<file path="config.mk">
export PLATFORM = sky130hd
export DESIGN_NAME = ir_fetch_unit_flat
export DESIGN_NICKNAME = d
export VERILOG_FILES = /design/src/rtl/ir_fetch_unit_if.sv /design/src/rtl/ir_fetch_unit.sv /design/src/flat_wrapper.sv
export SDC_FILE = /design/constraint.sdc
export NUM_CORES = 1
export LEC_CHECK = 0
export ABC_AREA = 0
export CORE_MARGIN = 8
export CORE_UTILIZATION = 45
export DETAILED_ROUTE_END_ITERATION = 12
export HOLD_SLACK_MARGIN = 0.12
export PLACE_DENSITY = 0.86
export SYNTH_ARGS = -nofsm -noshare
export SYNTH_HDL_FRONTEND = slang
export SYNTH_SLANG_ARGS = --single-unit
</file>
<file path="constraint.sdc">
create_clock -name clk -period 3.57 [get_ports clk]
set_clock_uncertainty 0.2 [all_clocks]
set_input_delay 0.714 -clock clk [delete_from_list [all_inputs] [get_ports clk]]
set_output_delay 0.714 -clock clk [all_outputs]
set_load 0.005 [all_outputs]
</file>
<file path="src/rtl/ir_fetch_unit_if.sv">
// ir_fetch_unit_if: memory bus between the fetch unit (master) and memory (slave).
interface ir_fetch_unit_if #(parameter int AW = 12, parameter int DW = 12);
  logic [AW-1:0] mem_addr;
  logic          mem_rd;
  logic          mem_wr;
  logic [DW-1:0] mem_wdata;
  logic [DW-1:0] mem_rdata;
  logic          mem_ack;
  modport master (output mem_addr, mem_rd, mem_wr, mem_wdata, input mem_rdata, mem_ack);
  modport slave  (input mem_addr, mem_rd, mem_wr, mem_wdata, output mem_rdata, mem_ack);
endinterface

</file>
<file path="src/rtl/ir_fetch_unit.sv">
// ir_fetch_unit: PDP-8 instruction fetch and effective-address formation.
// Define AUTOINDEX_EN to enable autoindex increment and write-back of locations 0010-0017.
module ir_fetch_unit #(parameter int AW = 12, parameter int DW = 12) (
  input  logic          clk,
  input  logic          reset,
  input  logic          start,
  input  logic [AW-1:0] pc,
  ir_fetch_unit_if.master bus,
  output logic [DW-1:0] ir,
  output logic [AW-1:0] pclatched,
  output logic [AW-1:0] ea,
  output logic          ea_valid,
  output logic          busy,
  output logic          done
);
  typedef enum logic [2:0] {IDLE, FETCH, CALC, INDRD, AIWR, DONE} state_t;
  state_t state, nxt;
  logic [AW-1:0] p;
  logic auto_loc, is_mri;
  assign p = ir[7] ? {pclatched[AW-1:7], ir[6:0]} : {{(AW-7){1'b0}}, ir[6:0]};
  assign is_mri = ir[11:9] < 3'd6;
`ifdef AUTOINDEX_EN
  assign auto_loc = p[AW-1:3] == (AW-3)'(1);
`else
  assign auto_loc = 1'b0;
`endif
  always_ff @(posedge clk or posedge reset)
    if (reset) state <= IDLE;
    else state <= nxt;
  always_comb begin
    nxt = state;
    case (state)
      IDLE:    nxt = start ? FETCH : IDLE;
      FETCH:   nxt = bus.mem_ack ? CALC : FETCH;
      CALC:    nxt = (is_mri && ir[8]) ? INDRD : DONE;
      INDRD:   nxt = bus.mem_ack ? (auto_loc ? AIWR : DONE) : INDRD;
      AIWR:    nxt = bus.mem_ack ? DONE : AIWR;
      default: nxt = IDLE;
    endcase
  end
  // Requests are decoded from state alone so reset drops them asynchronously.
  always_comb begin
    bus.mem_rd = state == FETCH || state == INDRD;
    bus.mem_addr = state == FETCH ? pclatched : p;
`ifdef AUTOINDEX_EN
    bus.mem_wr = state == AIWR;
    bus.mem_wdata = state == AIWR ? ea : '0;
`else
    bus.mem_wr = 1'b0;
    bus.mem_wdata = '0;
`endif
    busy = state != IDLE;
    done = state == DONE;
  end
  always_ff @(posedge clk or posedge reset)
    if (reset) begin
      ir <= '0;
      pclatched <= '0;
      ea <= '0;
      ea_valid <= 1'b0;
    end else begin
      case (state)
        IDLE: if (start) begin
          pclatched <= pc;
          ea_valid <= 1'b0;
        end
        FETCH: if (bus.mem_ack) ir <= bus.mem_rdata;
        CALC: if (is_mri && !ir[8]) begin
          ea <= p;
          ea_valid <= 1'b1;
        end
        INDRD: if (bus.mem_ack) begin
          ea <= auto_loc ? bus.mem_rdata + 12'd1 : bus.mem_rdata;
          ea_valid <= !auto_loc;
        end
        AIWR: if (bus.mem_ack) ea_valid <= 1'b1;
        default: ;
      endcase
    end
endmodule

</file>
<file path="src/flat_wrapper.sv">
// flat-port wrapper written by rule: the top's interface ports become plain ports
module ir_fetch_unit_flat 
#(parameter int AW = 12, parameter int DW = 12)
  (clk, reset, start, pc, ir, pclatched, ea, ea_valid, busy, done, bus_mem_addr, bus_mem_rd, bus_mem_wr, bus_mem_wdata, bus_mem_rdata, bus_mem_ack);
  ir_fetch_unit_if #(.AW(AW), .DW(DW)) bus_i ();
  input  logic clk;
  input  logic reset;
  input  logic start;
  input  logic [AW-1:0] pc;
  output logic [DW-1:0] ir;
  output logic [AW-1:0] pclatched;
  output logic [AW-1:0] ea;
  output logic ea_valid;
  output logic busy;
  output logic done;
  output wire logic [$bits(bus_i.mem_addr)-1:0] bus_mem_addr;
  output wire logic [$bits(bus_i.mem_rd)-1:0] bus_mem_rd;
  output wire logic [$bits(bus_i.mem_wr)-1:0] bus_mem_wr;
  output wire logic [$bits(bus_i.mem_wdata)-1:0] bus_mem_wdata;
  input wire logic [$bits(bus_i.mem_rdata)-1:0] bus_mem_rdata;
  input wire logic [$bits(bus_i.mem_ack)-1:0] bus_mem_ack;
  assign bus_mem_addr = bus_i.mem_addr;
  assign bus_mem_rd = bus_i.mem_rd;
  assign bus_mem_wr = bus_i.mem_wr;
  assign bus_mem_wdata = bus_i.mem_wdata;
  assign bus_i.mem_rdata = bus_mem_rdata;
  assign bus_i.mem_ack = bus_mem_ack;
  ir_fetch_unit #(.AW(AW), .DW(DW)) u_core (.clk(clk), .reset(reset), .start(start), .pc(pc), .bus(bus_i), .ir(ir), .pclatched(pclatched), .ea(ea), .ea_valid(ea_valid), .busy(busy), .done(done));
endmodule
</file>
Yosys cells after proc, flatten, opt, wreduce, memory -nomap -nowiden
Index checks and enable logic that the tools add are counted.
{ "word_totals": {"ff_bits": 40, "latchBits": 0, "ramBits": 0, "rom_bits": 0, "input_bits": 28, "output_inout_bits": 65, "wordCells": 43, "mem_count": 0} }
{ "op_classes": {"addsub": 0, "mul": 0, "n_div": 0, "magnitude_cmp": 1, "n_eq_ne": 9, "n_shift": 0, "n_mux": 15, "n_bitwise": 0, "reduce_logical": 13} }
{ "op_table": {"columns": ["cell", "n"], "rows": [
  ["$mux W12", 4],
  ["$pmux W12 S2", 1],
  ["$pmux W3 S5", 1],
  ["$eq A3 B2 Y1 const B", 2],
  ["$eq A3 B3 Y1 const B", 2],
  ["$mux W3", 2],
  ["$reduce_bool A3 Y1", 2],
  ["$mux W1", 5],
  ["$ne A2 B1 Y1 const B", 2],
  ["$ne A2 B2 Y1 const B", 2],
  ["$reduce_and A2 Y1", 2],
  ["$reduce_and A4 Y1", 1],
  ["$eq A3 B1 Y1 const B", 1],
  ["$logic_not A3 Y1", 1],
  ["$lt A3 B3 Y1 const B", 1],
  ["$pmux W1 S3", 1],
  ["$reduce_and A3 Y1", 1],
  ["$logic_and A1 B1 Y1", 2],
  ["$mux W2", 1],
  ["$reduce_bool A2 Y1", 1],
  ["$reduce_or A2 Y1", 1],
  ["$logic_not A1 Y1", 1],
  ["$logic_or A1 B1 Y1", 1]
]} }

Logic depth before layout (Yosys ltp)
Gate-level depths: netlist of the first run.
{ "logic_depth": {"word_depth": 4, "depth_mapped": 6, "mapped_depth_nobuf": 3} }

Least setup slack after synthesis of the first run
OpenSTA, ideal clock, no wires.
{ "synth_timing": {"path_kind": "register -> output", "startpoint": "reg u_core.state[2]", "endpoint": "out bus_mem_addr[0]", "arrival_time_ns": 1.201, "required_ns": 2.656, "setup_slack_ns": 1.455, "path_stages_with_launch": 4, "n_path_buf": 1, "cell_sequence": "dfrtp_1 -> buf_6 -> nor3b_4 -> mux2_2"} }
{ "synth_between": {"elab_chain_cells": 2} }
{ "synth_lines": {"columns": ["item", "line_no", "source"], "rows": [
  ["start: declaration", "ir_fetch_unit.sv:17", "state_t state, nxt;"],
  ["start signal: assignment", "ir_fetch_unit.sv:29", "else state <= nxt;"],
  ["$eq A3 B1 Y1", "ir_fetch_unit.sv:44", "bus.mem_addr = state == FETCH ? pclatched : p;"],
  ["$mux W12", "ir_fetch_unit.sv:44", null],
  ["end: declaration", "flat_wrapper.sv:16", "output wire logic [$bits(bus_i.mem_addr)-1:0] bus_mem_addr;"]
]} }
Every way passes these cells.

Worst setup path in the final report of the first run
{ "layout_timing": {"startpoint": "reg u_core.state[0]", "endpoint": "out bus_mem_addr[5]"} }
Same word-level chain as after synthesis.

==> summary.log, run 1 <==
qor: setup_path.worst-setup-path-type flip-flop to output pin
qor: floorplan.floorplan.initialDensity 47.0%
qor: global_routing.grt_use_total 14.9%
qor: setup_path.critical_path.reg2reg.startpoint u_core.state[1]
qor: drt.totalWireLength 5.22 mm
qor: clock_network.inserted_clock_buffers 5
qor: setup_path.worstSetupEndpointType output pin
qor: timing.rsz0062_at_grt false
qor: logic_synthesis.combinational_family_with_the_most_area_after_synthesis multiplexers
qor: logic_synthesis.synthXorXnorAreaFrac 0%
qor: drt.detail_route.wl_per_cell 17.4 um
qor: final_layout.num-nets-final 276
qor: clock_network.cts_root_buffer sky130_fd_sc_hd__clkbuf_8
qor: clock_network.cts_num_sinks 40
qor: setup_path.reg2reg_setup_slack 1.42 ns
qor: drt.detail_route.vias_per_cell 5.18
qor: global_routing.grt_use_met1 17.4%
qor: setup_path.critPathLaunchType flip-flop
qor: clock_network.htree_num_levels 2
qor: logic_synthesis.portion_of_netlist_area_occupied_by_mux_cells 18.8%
qor: logic_synthesis.synth_warnings 0
qor: logic_synthesis.yosys.area_share.adder 0%
qor: logic_synthesis.postSynthCellCount 172
qor: logic_synthesis.ys_flop_type sky130_fd_sc_hd__dfrtp_1
qor: floorplan.design.core.area 4380 sq um
qor: setup_path.cp_data_required_time 2.66 ns
qor: floorplan.floorplan.die.width 83.7 um
qor: logic_synthesis.simple_gate_area_share_of_the_yosys_netlist 10.3%
qor: setup_path.delay_of_the_slowest_cell_on_the_worst_path 0.53 ns
qor: global_routing.number_of_global_route_vias_before_repair 1616
qor: outcome.status finished, final reports clean
qor: final_layout.mostFrequentLayoutCell sky130_fd_sc_hd__clkdlybuf4s50_1
qor: final_layout.fill_cells 344
qor: final_layout.drive_above_1_share 18.5%
qor: global_routing.grt_use_met2 24.1%
qor: pwr.vdd_drop_max 0.000491 V
qor: clock_network.clk_pin_slew 0.07 ns
qor: floorplan.die_height 83.7 um
qor: logic_synthesis.avgSynthCellArea 12.0 sq um
qor: final_layout.layout.cells.most_common_list sky130_fd_sc_hd__clkdlybuf4s50_1, sky130_fd_sc_hd__dfrtp_1, sky130_fd_sc_hd__mux2_2
qor: global_routing.wire_length_of_the_first_global_routing_pass 8.60 mm
qor: timing.timing.final.max_slew_violations 0
qor: placement.post-dp-hpwl 4.12 mm
qor: floorplan.fp-row-count 24
qor: pwr.power.static_leakage 0.00120 uW
qor: logic_synthesis.synth_area 2060 sq um
qor: placement.port-buffer-count 79
qor: global_routing.most_crowded_layer_gr met2
qor: setup_path.reg2regPathDepth 3
qor: timing.fmax 319 MHz
qor: placement.finalWeightedCongestion 0.850
qor: setup_path.cp_slowest_cell sky130_fd_sc_hd__dfrtp_1
qor: timing.post-route-min-period 3.13 ns
qor: timing.finalHoldViolCount 0
qor: flow_run.maxCapViolations 0
qor: clock_network.cts_max_path_buffers 2
qor: timing.whs 0.307 ns
qor: drt.detail_route.iter0.violations 101
qor: clock_network.postCtsSetupRepairBufs 0
qor: setup_path.worstPathCellList nor3b_4, mux2_2, clkdlybuf4s50_1
qor: clock_network.postCtsResizedCells 0
qor: global_routing.initial_antenna_violation_count 0
qor: drt.detailroute.via_count 1554
qor: final_layout.finalCoreUtilization 65.6%
qor: logic_synthesis.synth_seq_area_share 48.6%
qor: drt.final_antenna_net_count 0
qor: timing.max_slew.worst_pin.slew 0.991 ns
qor: logic_synthesis.synth_compound_area_share 12.2%
qor: timing.layout_worst_path_cycle_share 87.7%
qor: floorplan.dieArea 7000 sq um
qor: placement.placedInstanceArea 2800 sq um
qor: min_path.hold_start u_core.pclatched[3]
qor: global_routing.final_global_route_overflow_total 0
qor: clock_network.cts.hold.buffers_added 0
qor: final_layout.n_antenna_cell 0
qor: global_routing.grt_max_degree 27
qor: setup_path.critical_path.reg2reg.endpoint u_core.ea[9]
qor: floorplan.ios 93
qor: clock_network.insertion_delay 0.29 ns
qor: logic_synthesis.synth_enable_flop_cells 0
qor: global_routing.globalRouteMet3Util 5.96%
qor: timing.setup_total_negative_slack 0 ns
qor: drt.detailed_routing_iterations_pass_1 4
qor: logic_synthesis.yosysUniqueCellTypes 36
qor: logic_synthesis.postSynthRegisterBits 40
qor: timing.report.final.setup_viol 0
qor: min_path.hp-class flip-flop to flip-flop
qor: clock_network.cts_tree built
qor: timing.timing.slew.headroom 33.9%
qor: final_layout.area.growth.synth_to_final 39.6%
qor: drt.drt_drc_violations_left 0
qor: logic_synthesis.asyncSetResetFlopFracSynth 100%
qor: pwr.powerDensity 926 nW/um^2
qor: setup_path.cp.arrival 2.22 ns
qor: setup_path.worst_setup_path_endpoint bus_mem_addr[5]
qor: final_layout.final_design_area_no_fill 2870 sq um
qor: setup_path.crit_fanout 12
qor: setup_path.critPathLaunch u_core.state[0]
-- area by class of cell --
| class | count | area, sq um | area share (%) |
|---|---|---|---|
| clock inverter | 1 | 5.00 | 0.174 |
| clock buffer | 6 | 72.6 | 2.53 |
| timing repair buffer | 81 | 806 | 28.0 |
| sequential | 40 | 1000 | 34.8 |
| multi-input combinational | 113 | 898 | 31.3 |
| inverter | 7 | 26.3 | 0.914 |
| tap | 52 | 65.1 | 2.26 |
-- cells in the mapped netlist, types with 3 or more instances --
master / instances / area share, %
sky130_fd_sc_hd__a21oi_1: 10 / 2.4
sky130_fd_sc_hd__a221oi_2: 5 / 3.6
sky130_fd_sc_hd__buf_2: 4 / 0.97
sky130_fd_sc_hd__buf_4: 13 / 4.7
sky130_fd_sc_hd__buf_6: 3 / 1.6
sky130_fd_sc_hd__dfrtp_1: 40 / 49
sky130_fd_sc_hd__inv_1: 7 / 1.3
sky130_fd_sc_hd__mux2_1: 3 / 1.6
sky130_fd_sc_hd__mux2_2: 18 / 9.8
sky130_fd_sc_hd__mux2_4: 10 / 7.3
sky130_fd_sc_hd__nand2_1: 7 / 1.3
sky130_fd_sc_hd__nor2_1: 14 / 2.6
sky130_fd_sc_hd__nor2b_1: 6 / 1.8
sky130_fd_sc_hd__o32ai_1: 7 / 3.0
-- kinds of logic (layout without fill, tap and decap cells) --
family                 after synthesis  after routing
DFF                                 40             40
and+or+nand+nor                     39             39
muxes                               31             31
buffers and inverters               31             95
AOI/OAI and AO/OA                   30             30
other                                1             13
-- critical path, delay by kind of cell (launching register included) --
kind,cells,cell delay [ns]
buffers and inverters,1,0.47
DFF,1,0.53
muxes,1,0.40
and+or+nand+nor,1,0.53
-- routing by layer --
| metal | up-vias | routed length [um] |
|---|---|---|
| met5 | - | 0 |
| met4 | 0 | 91 |
| met3 | 9 | 438 |
| met2 | 61 | 2570 |
| met1 | 753 | 2130 |
| li1 | 731 | - |
-- power by group --
group	switching, uW	internal (uW)
clock	140	133
combinational	516	967
sequential	221	684
-- worst min path at each step --
stage                           to  slack [ns]  cells past startpoint
2_1_floorplan  u_core.pclatched[2]        0.30                      1
3_3_place_gp   u_core.pclatched[3]        0.30                      1
3_5_place_dp   u_core.pclatched[3]        0.30                      1
4_1_cts        u_core.pclatched[3]        0.32                      1
5_1_grt        u_core.pclatched[3]        0.35                      1
6_report       u_core.pclatched[3]        0.31                      1
-- registers in the layout, summed over array words and instances, names as in the netlist --
register / cells
u_core.ea: 12
u_core.ir: 12
u_core.ea_valid: 1
u_core.state: 3
u_core.pclatched: 12
-- metrics by stage --
stage	setup slack [ns]	std cells	total power, uW
floorplan	1.45	184	1630
global placement	0.776	293	2380
detailed placement	0.716	293	2410
CTS	0.415	300	2700
global route	0.299	300	2850
finish	0.440	300	2660
Power figures use the tool's default switching activity.
==> inputs of run 2 (changes only) <==
Settings changed: GPL_ROUTABILITY_DRIVEN set to 1.
==> results of run 2 <==
The final DEF is identical to that of run 1; final timing and power are the same.
